==> config.mk <==
export PLATFORM = sky130hd
export DESIGN_NAME = sprite_capture
export DESIGN_NICKNAME = d
export VERILOG_FILES = /design/src/rtl/sprite_pkg.sv /design/src/rtl/sprite_raster.sv /design/src/rtl/sprite_capture.sv
export SDC_FILE = /design/constraint.sdc
export NUM_CORES = 1
export LEC_CHECK = 0
export ABC_CLOCK_PERIOD_IN_PS = 6500
export CAP_MARGIN = 10
export CORE_MARGIN = 2
export CORE_UTILIZATION = 47
export DETAILED_ROUTE_END_ITERATION = 10
export PLACE_DENSITY = 0.79
export SLEW_MARGIN = 20
export SYNTH_ARGS = -nofsm -noshare
export SYNTH_HDL_FRONTEND = slang
export SYNTH_SLANG_ARGS = --single-unit
==> constraint.sdc <==
create_clock -name clk_i -period 6.5 [get_ports clk_i]
set_input_delay 0.975 -clock clk_i [delete_from_list [all_inputs] [get_ports clk_i]]
set_output_delay 0.975 -clock clk_i [all_outputs]
set_load 0.01 [all_outputs]
==> src/rtl/sprite_pkg.sv <==
// Shared constants and types for the sprite capture/draw blocks.
// Holds sprite and screen geometry, bus widths and the capture FSM encoding.
package sprite_pkg;

  localparam int unsigned SPRITE_W      = 21;
  localparam int unsigned SPRITE_H      = 30;
  localparam int unsigned SPRITE_PIXELS = SPRITE_W * SPRITE_H;

  localparam int unsigned SCREEN_W = 160;
  localparam int unsigned SCREEN_H = 120;

  localparam int unsigned COLOUR_W = 3;
  localparam int unsigned ADDR_W   = 10;
  localparam int unsigned X_W      = 8;
  localparam int unsigned Y_W      = 7;
  localparam int unsigned COL_W    = 5;
  localparam int unsigned ROW_W    = 5;

  typedef enum logic [1:0] {
    StIdle,
    StRead,
    StDrain,
    StDone
  } state_e;

endpackage

==> src/rtl/sprite_raster.sv <==
// raster_counter: row-major walk over a SPRITE_W x SPRITE_H sprite.
// Ports:
//   clk_i, resetn_i  clock and synchronous active-low reset
//   clear_i          zero col/row/idx (has priority over step_i)
//   step_i           advance one pixel; col wraps into the next row
//   col_o, row_o     current pixel position inside the sprite
//   idx_o            linear pixel index (row * SPRITE_W + col)
//   last_o           high while idx_o is the final pixel
module raster_counter
  import sprite_pkg::*;
(
  input  logic             clk_i,
  input  logic             resetn_i,
  input  logic             clear_i,
  input  logic             step_i,
  output logic [COL_W-1:0] col_o,
  output logic [ROW_W-1:0] row_o,
  output logic [ADDR_W-1:0] idx_o,
  output logic             last_o
);

  logic [COL_W-1:0]  col_q, col_d;
  logic [ROW_W-1:0]  row_q, row_d;
  logic [ADDR_W-1:0] idx_q, idx_d;

  always_comb begin
    col_d = col_q;
    row_d = row_q;
    idx_d = idx_q;
    if (clear_i) begin
      col_d = '0;
      row_d = '0;
      idx_d = '0;
    end else if (step_i) begin
      idx_d = idx_q + 1'b1;
      if (col_q == COL_W'(SPRITE_W - 1)) begin
        col_d = '0;
        row_d = row_q + 1'b1;
      end else begin
        col_d = col_q + 1'b1;
      end
    end
  end

  always_ff @(posedge clk_i) begin
    if (!resetn_i) begin
      col_q <= '0;
      row_q <= '0;
      idx_q <= '0;
    end else begin
      col_q <= col_d;
      row_q <= row_d;
      idx_q <= idx_d;
    end
  end

  assign col_o  = col_q;
  assign row_o  = row_q;
  assign idx_o  = idx_q;
  assign last_o = (idx_q == ADDR_W'(SPRITE_PIXELS - 1));

endmodule

==> src/rtl/sprite_capture.sv <==
// sprite_capture: copies a SPRITE_W x SPRITE_H frame-buffer region, row-major,
// into an external save buffer. Fixed 632-cycle capture; off-screen pixels are
// not read but still written as colour 0 so the buffer stays dense.
// Ports:
//   clk_i, resetn_i        clock and synchronous active-low reset
//   start_i, xin_i, yin_i  capture request and top-left corner (IDLE only)
//   fb_x_o, fb_y_o         frame-buffer read address
//   fb_rd_en_o             read strobe; fb_colour_i valid one cycle later
//   fb_colour_i            frame-buffer read data
//   buf_addr_o/data_o/we_o save-buffer write port
//   busy_o                 capture in progress (through the done cycle)
//   done_o                 one-cycle pulse after the final write
module sprite_capture
  import sprite_pkg::*;
(
  input  logic                clk_i,
  input  logic                resetn_i,
  input  logic                start_i,
  input  logic [X_W-1:0]      xin_i,
  input  logic [Y_W-1:0]      yin_i,
  output logic [X_W-1:0]      fb_x_o,
  output logic [Y_W-1:0]      fb_y_o,
  output logic                fb_rd_en_o,
  input  logic [COLOUR_W-1:0] fb_colour_i,
  output logic [ADDR_W-1:0]   buf_addr_o,
  output logic [COLOUR_W-1:0] buf_data_o,
  output logic                buf_we_o,
  output logic                busy_o,
  output logic                done_o
);

  state_e            state_q, state_d;
  logic [X_W-1:0]    x0_q, x0_d;
  logic [Y_W-1:0]    y0_q, y0_d;
  logic              cnt_clear, cnt_step, cnt_last;
  logic [COL_W-1:0]  col;
  logic [ROW_W-1:0]  row;
  logic [ADDR_W-1:0] idx;

  // One extra bit on each sum so edge-of-screen corners never wrap back on-screen.
  logic [X_W:0]      x_sum;
  logic [Y_W:0]      y_sum;
  logic              issue, on_screen;

  // Write stage, one cycle behind issue to match the frame-buffer read latency.
  logic              we_q, on_q;
  logic [ADDR_W-1:0] addr_q;

  raster_counter u_raster (
    .clk_i    (clk_i),
    .resetn_i (resetn_i),
    .clear_i  (cnt_clear),
    .step_i   (cnt_step),
    .col_o    (col),
    .row_o    (row),
    .idx_o    (idx),
    .last_o   (cnt_last)
  );

  always_comb begin
    state_d   = state_q;
    x0_d      = x0_q;
    y0_d      = y0_q;
    cnt_clear = 1'b0;
    cnt_step  = 1'b0;
    unique case (state_q)
      StIdle: begin
        if (start_i) begin
          state_d   = StRead;
          x0_d      = xin_i;
          y0_d      = yin_i;
          cnt_clear = 1'b1;
        end
      end
      StRead: begin
        cnt_step = 1'b1;
        if (cnt_last) state_d = StDrain;
      end
      StDrain: state_d = StDone;
      StDone:  state_d = StIdle;
      default: state_d = StIdle;
    endcase
  end

  assign issue     = (state_q == StRead);
  assign x_sum     = {1'b0, x0_q} + {{(X_W + 1 - COL_W){1'b0}}, col};
  assign y_sum     = {1'b0, y0_q} + {{(Y_W + 1 - ROW_W){1'b0}}, row};
  assign on_screen = (x_sum < (X_W + 1)'(SCREEN_W)) && (y_sum < (Y_W + 1)'(SCREEN_H));

  always_ff @(posedge clk_i) begin
    if (!resetn_i) begin
      state_q <= StIdle;
      x0_q    <= '0;
      y0_q    <= '0;
      we_q    <= 1'b0;
      on_q    <= 1'b0;
      addr_q  <= '0;
    end else begin
      state_q <= state_d;
      x0_q    <= x0_d;
      y0_q    <= y0_d;
      we_q    <= issue;
      on_q    <= issue & on_screen;
      addr_q  <= issue ? idx : '0;
    end
  end

  assign fb_rd_en_o = issue & on_screen;
  // Address is zeroed when not reading so nothing off-screen ever reaches the bus.
  assign fb_x_o     = fb_rd_en_o ? x_sum[X_W-1:0] : '0;
  assign fb_y_o     = fb_rd_en_o ? y_sum[Y_W-1:0] : '0;
  assign buf_addr_o = addr_q;
  assign buf_data_o = on_q ? fb_colour_i : '0;
  assign buf_we_o   = we_q;
  assign busy_o     = (state_q != StIdle);
  assign done_o     = (state_q == StDone);

endmodule

Word-level counts from Yosys, hierarchy flattened
Cells that the tools add are included.
{"block": "word_totals", "reg_bits": 49, "inputBits": 21, "out_inout_bits": 32, "wordCells": 43}
{"block": "op_classes", "n_addsub": 5, "n_lt_le_gt_ge": 2, "eq_ne": 7, "mux": 10, "n_bitwise": 2, "n_reduce_logical": 8}
{"op": "adder 10 x 1 -> 10 bit (second input constant)", "count": 1}
{"op": "adder 5 x 1 -> 5 bit (second input constant)", "count": 2}
{"op": "equality test 10 bit (second input constant)", "count": 1}
{"op": "adder 8 x 5 -> 9 bit", "count": 1}
{"op": "< comparator 9 x 8 -> 1 bit (second input constant)", "count": 1}
{"op": "adder 7 x 5 -> 8 bit", "count": 1}
{"op": "< comparator 8 x 7 -> 1 bit (second input constant)", "count": 1}
{"op": "2-to-1 mux 8 bit", "count": 1}
{"op": "one-hot mux 2 bit (4 select lines)", "count": 1}
{"op": "AND reduction 2 bit", "count": 4}
{"op": "2-to-1 mux 7 bit", "count": 1}
{"op": "equality test 5 bit (second input constant)", "count": 1}
{"op": "2-to-1 mux 5 bit", "count": 1}
{"op": "equality test 2 bit (second input constant)", "count": 2}
{"op": "2-to-1 mux 2 bit", "count": 2}
{"op": "inequality test 2 bit (second input constant)", "count": 2}
{"op": "2-to-1 mux 1 bit", "count": 3}
{"op": "2-to-1 mux 3 bit", "count": 1}
{"op": "equality test 2 x 1 -> 1 bit (second input constant)", "count": 1}
{"op": "logical NOT 2 bit", "count": 1}
{"op": "nonzero test 2 bit", "count": 1}
{"op": "OR reduction 2 bit", "count": 1}
{"op": "bitwise AND 1 bit", "count": 1}
{"op": "logical AND 1 bit", "count": 1}
{"op": "NOT 1 bit", "count": 1}

Longest topological paths before layout
{"block": "depth", "word_depth": 5, "ltp_mapped": 10, "mapped_depth_nobuf": 9}

Hierarchy
A second synthesis with hierarchy kept.
{"block": "hier_totals", "cells_unflattened": 313, "area_unflattened_um2": 2668.8}
{"mod": "sprite_capture", "instances": 1, "cells_each": 208, "area_each_um2": 1712.9, "seq_area_each_um2": 580.6}
{"mod": "raster_counter", "instances": 1, "cells_each": 105, "area_each_um2": 955.9, "seq_area_each_um2": 400.4}

Worst setup path before layout
No wires, ideal clock.
{"block": "synth_path", "path_type": "reg-to-output", "start": "reg u_raster.col_q[0] (netlist: u_raster.col_o[0])", "end": "out fb_x_o[5]", "arrival_time_ps": 2208, "required_time_ps": 5525, "path_slack_ps": 3317, "path_stages_with_launch": 10, "path_buffers": 0, "path_cell_list": "dfxtp_1 ha_1 inv_1 fa_1 nor2b_4 o31a_4 nor4_1 a21boi_0 nand4_2 a211oi_1"}
{"block": "synth_between", "elab_chain_cells": 5}
{"item": "from (decl)", "line": "sprite_raster.sv:22", "source": "logic [COL_W-1:0] col_q, col_d;"}
{"item": "from (signal assigned)", "line": "sprite_raster.sv:51", "source": "col_q <= col_d;"}
{"item": "adder 8 x 5 -> 9 bit *", "line": "sprite_capture.sv:86", "source": "assign x_sum = {1'b0, x0_q} + {{(X_W + 1 - COL_W){1'b0}}, col};"}
{"item": "< comparator 9 x 8 -> 1 bit", "line": "sprite_capture.sv:88", "source": "assign on_screen = (x_sum < (X_W + 1)'(SCREEN_W)) && (y_sum < (Y_W + 1)'(SCREEN_H));"}
{"item": "logical AND 1 bit", "line": "sprite_capture.sv:88"}
{"item": "bitwise AND 1 bit", "line": "sprite_capture.sv:108", "source": "assign fb_rd_en_o = issue & on_screen;"}
{"item": "2-to-1 mux 8 bit *", "line": "sprite_capture.sv:110", "source": "assign fb_x_o = fb_rd_en_o ? x_sum[X_W-1:0] : '0;"}
{"item": "to (decl)", "line": "sprite_capture.sv:21", "source": "output logic [X_W-1:0] fb_x_o,"}
Mark *: on every way between the ends. The rest lies on a longest branch, timed or not.

Worst setup path in the final report
Same ends and word-level chain as after synthesis.

==> results_dict.tcl <==
set metrics [dict create \
    port_buffers 52 \
    min_period_ps 4520 \
    place_ws_ps 2300 \
    power_density_nw_per_um2 271 \
    synth_seq_cells 49 \
    die-height_um 78.8 \
    dp_hpwl_mm 4.00 \
    cp_data_arrival_time_ps 3550 \
    cts_tree "built" \
    hold_violations 0 \
    syn_nets 355 \
    peakVddDrop_mv 0.279 \
    met1_usage 0.255 \
    fmax_mhz 221 \
    cts_sinks 49 \
    fill_cells 496 \
    rows 27 \
    drv_slew 0 \
    area_growth_pct 24.5 \
    worstPathMaxFanout 15 \
    status "completed" \
    worst_pin_slew_ps 833 \
    cts_buffer_depth 2 \
    cts_hold_buf 0 \
    grt_pass1_vias 2116 \
    cap_viol_max_count 0 \
    layout_commonest_cell "clkdlybuf4s50_1" \
    grt_antenna_before_repair 0 \
    synth_area_leader_cell "dfxtp_1" \
    use_met3 0.0307 \
    detail-route-antenna-nets 0 \
    crit_required_ps 5520 \
    cts_setup_buffers 0 \
    globalRoute.totalOverflow 0 \
    start_util 0.484 \
    yosys_warnings 0 \
    fin_nets 401 \
    cts_made_buffers 5 \
    hold_path_class "flip-flop to flip-flop" \
    netlist_area_um2 2630 \
    clk_pin_slew_ps 80 \
    crit_type "flip-flop to output pin" \
    syn_area_per_cell_um2 8.43 \
    seq_area_frac_synth 0.373 \
    routedWlPerCell_um 12.8 \
    mostFrequentLayoutCells "clkdlybuf4s50_1 (52), dfxtp_1 (49), nand2_1 (46), a21oi_1 (26), nor2_1 (24)" \
    cp-start-kind "flip-flop" \
    grt_pass1_wl_mm 9.48 \
    via_per_inst 5.15 \
    setup_viol 0 \
    clkLatencyLatePin_ps 300 \
    clockRootBuffer "clkbuf_8" \
    grt_use_met2 0.315 \
    firstDrtPassIters 4 \
    gp_congestion 0.834 \
    dieArea_um2 6210 \
    synth_top_cell_area_share 0.373 \
    fin_crit_sh 0.696 \
    synthFlopType "dfxtp_1" \
    synthCells 312 \
    track_usage 0.191 \
    rsz0062_at_grt "false" \
    busiest_layer "met2" \
    diodes 0 \
    synth_edf_count 0 \
    ys_top_cells_by_area "dfxtp_1 (37%), ha_1 (9.5%), nand2_1 (6.6%)" \
    wirelength_mm 5.51 \
    synthDistinctLibCells 45 \
    critPathCaptureType "output pin" \
    async_flop_share 0 \
    totalNegativeSetupSlack_ps 0 \
    drive_gt1_frac 0.0696 \
    fp.coreArea_um2 5440 \
    h-tree-depth 2 \
    relSlewSlack 0.444 \
    num_vias 2221 \
    grt_max_degree 26 \
    fin_skew_ps 7.27 \
    worst_slack_ps 1980 \
    io_pins 53 \
    post_cts_resized 0 \
    p_leak_uw 0.00123 \
    fp.dieW_um 78.8 \
    drc 0 \
    drt_iter0_markers 61 \
]
==> per-stage QoR <==
stage | total power, µW | util | instances | hold WS (ps) | cell area (µm²)
after floorplan | 607 | - | 312 | 441 | 2630
after global placement | 706 | 0.585 | 423 | 450 | 3180
after detailed placement | 716 | 0.585 | 423 | 460 | 3180
after CTS | 896 | 0.602 | 431 | 472 | 3270
after global routing | 955 | 0.602 | 431 | 491 | 3270
final | 887 | 0.602 | 431 | 470 | 3270
==> synth_stat cells, types with 4 or more instances <==
cell / n
a211oi_1: 4
a21oi_1: 26
and2_1: 5
and3_1: 13
clkbuf_1: 11
dfxtp_1: 49
ha_1: 20
inv_1: 18
mux2i_1: 5
nand2_1: 46
nand3_1: 7
nand4_1: 9
nor2_1: 24
nor2_2: 8
nor3_1: 7
o21ai_0: 7
xnor2_1: 6
xor2_1: 13
==> cell families after synthesis <==
| kind of cell | Yosys count | synth area share |
|---|---|---|
| AO/OA/AOI/OAI | 50 | 0.124 |
| flip-flops | 49 | 0.373 |
| AND/OR/NAND/NOR | 135 | 0.262 |
| XOR/XNOR | 19 | 0.0633 |
| adder cells (fa/ha/maj) | 22 | 0.110 |
| buffers and inverters | 32 | 0.0490 |
| multiplexers | 5 | 0.0190 |
==> metal layers <==
layer / up-vias / wire length, µm
li1: 1148 / -
met1: 1039 / 2680
met2: 28 / 2620
met3: 6 / 127
met4: 0 / 78
met5: - / 0
==> flip-flops by register name, summed over array words and instances (netlist names) <==
register	count
buf_addr_o	10
x0_q	8
u_raster.idx_o	10
u_raster.col_o	5
buf_we_o	1
on_q	1
y0_q	7
state_q	2
u_raster.row_o	5
==> worst max-delay path, stage by stage, from the launching register on <==
cell and delay (ps):
dfxtp_1 420, ha_1 200, inv_1 50, fa_1 420, nor2b_4 160, o31a_4 180, nor4_1 50, a21boi_0 280
nand4_2 520, a211oi_1 390, clkdlybuf4s50_1 580
==> path summary, 6_finish.rpt <==
kind,startpoint,cells after the start,endpoint,slack (ps)
setup reg to reg,u_raster.col_o[0],9,on_q,3940
hold reg to reg,x0_q[0],2,x0_q[0],470
setup / recovery,u_raster.col_o[0],10,fb_x_o[5],1980
hold / removal,x0_q[0],2,x0_q[0],470
==> where the power goes <==
| part | switching (µW) | internal (µW) | total (µW) |
|---|---|---|---|
| sequential | 38.9 | 338 | 376 |
| clock | 103 | 76.4 | 179 |
| combinational | 192 | 139 | 331 |
==> area by class of cell <==
cell class                      count  area (µm²)  area share
Multi-Input combinational cell    231        1520       0.464
Sequential cell                    49         981       0.300
Timing Repair Buffer               52         520       0.159
Tap cell                           72        90.1      0.0275
Inverter                           19        71.3      0.0218
Clock buffer                        5        68.8      0.0210
Clock inverter                      3        22.5     0.00688
Note: power is estimated with default switching activity, not from simulation.
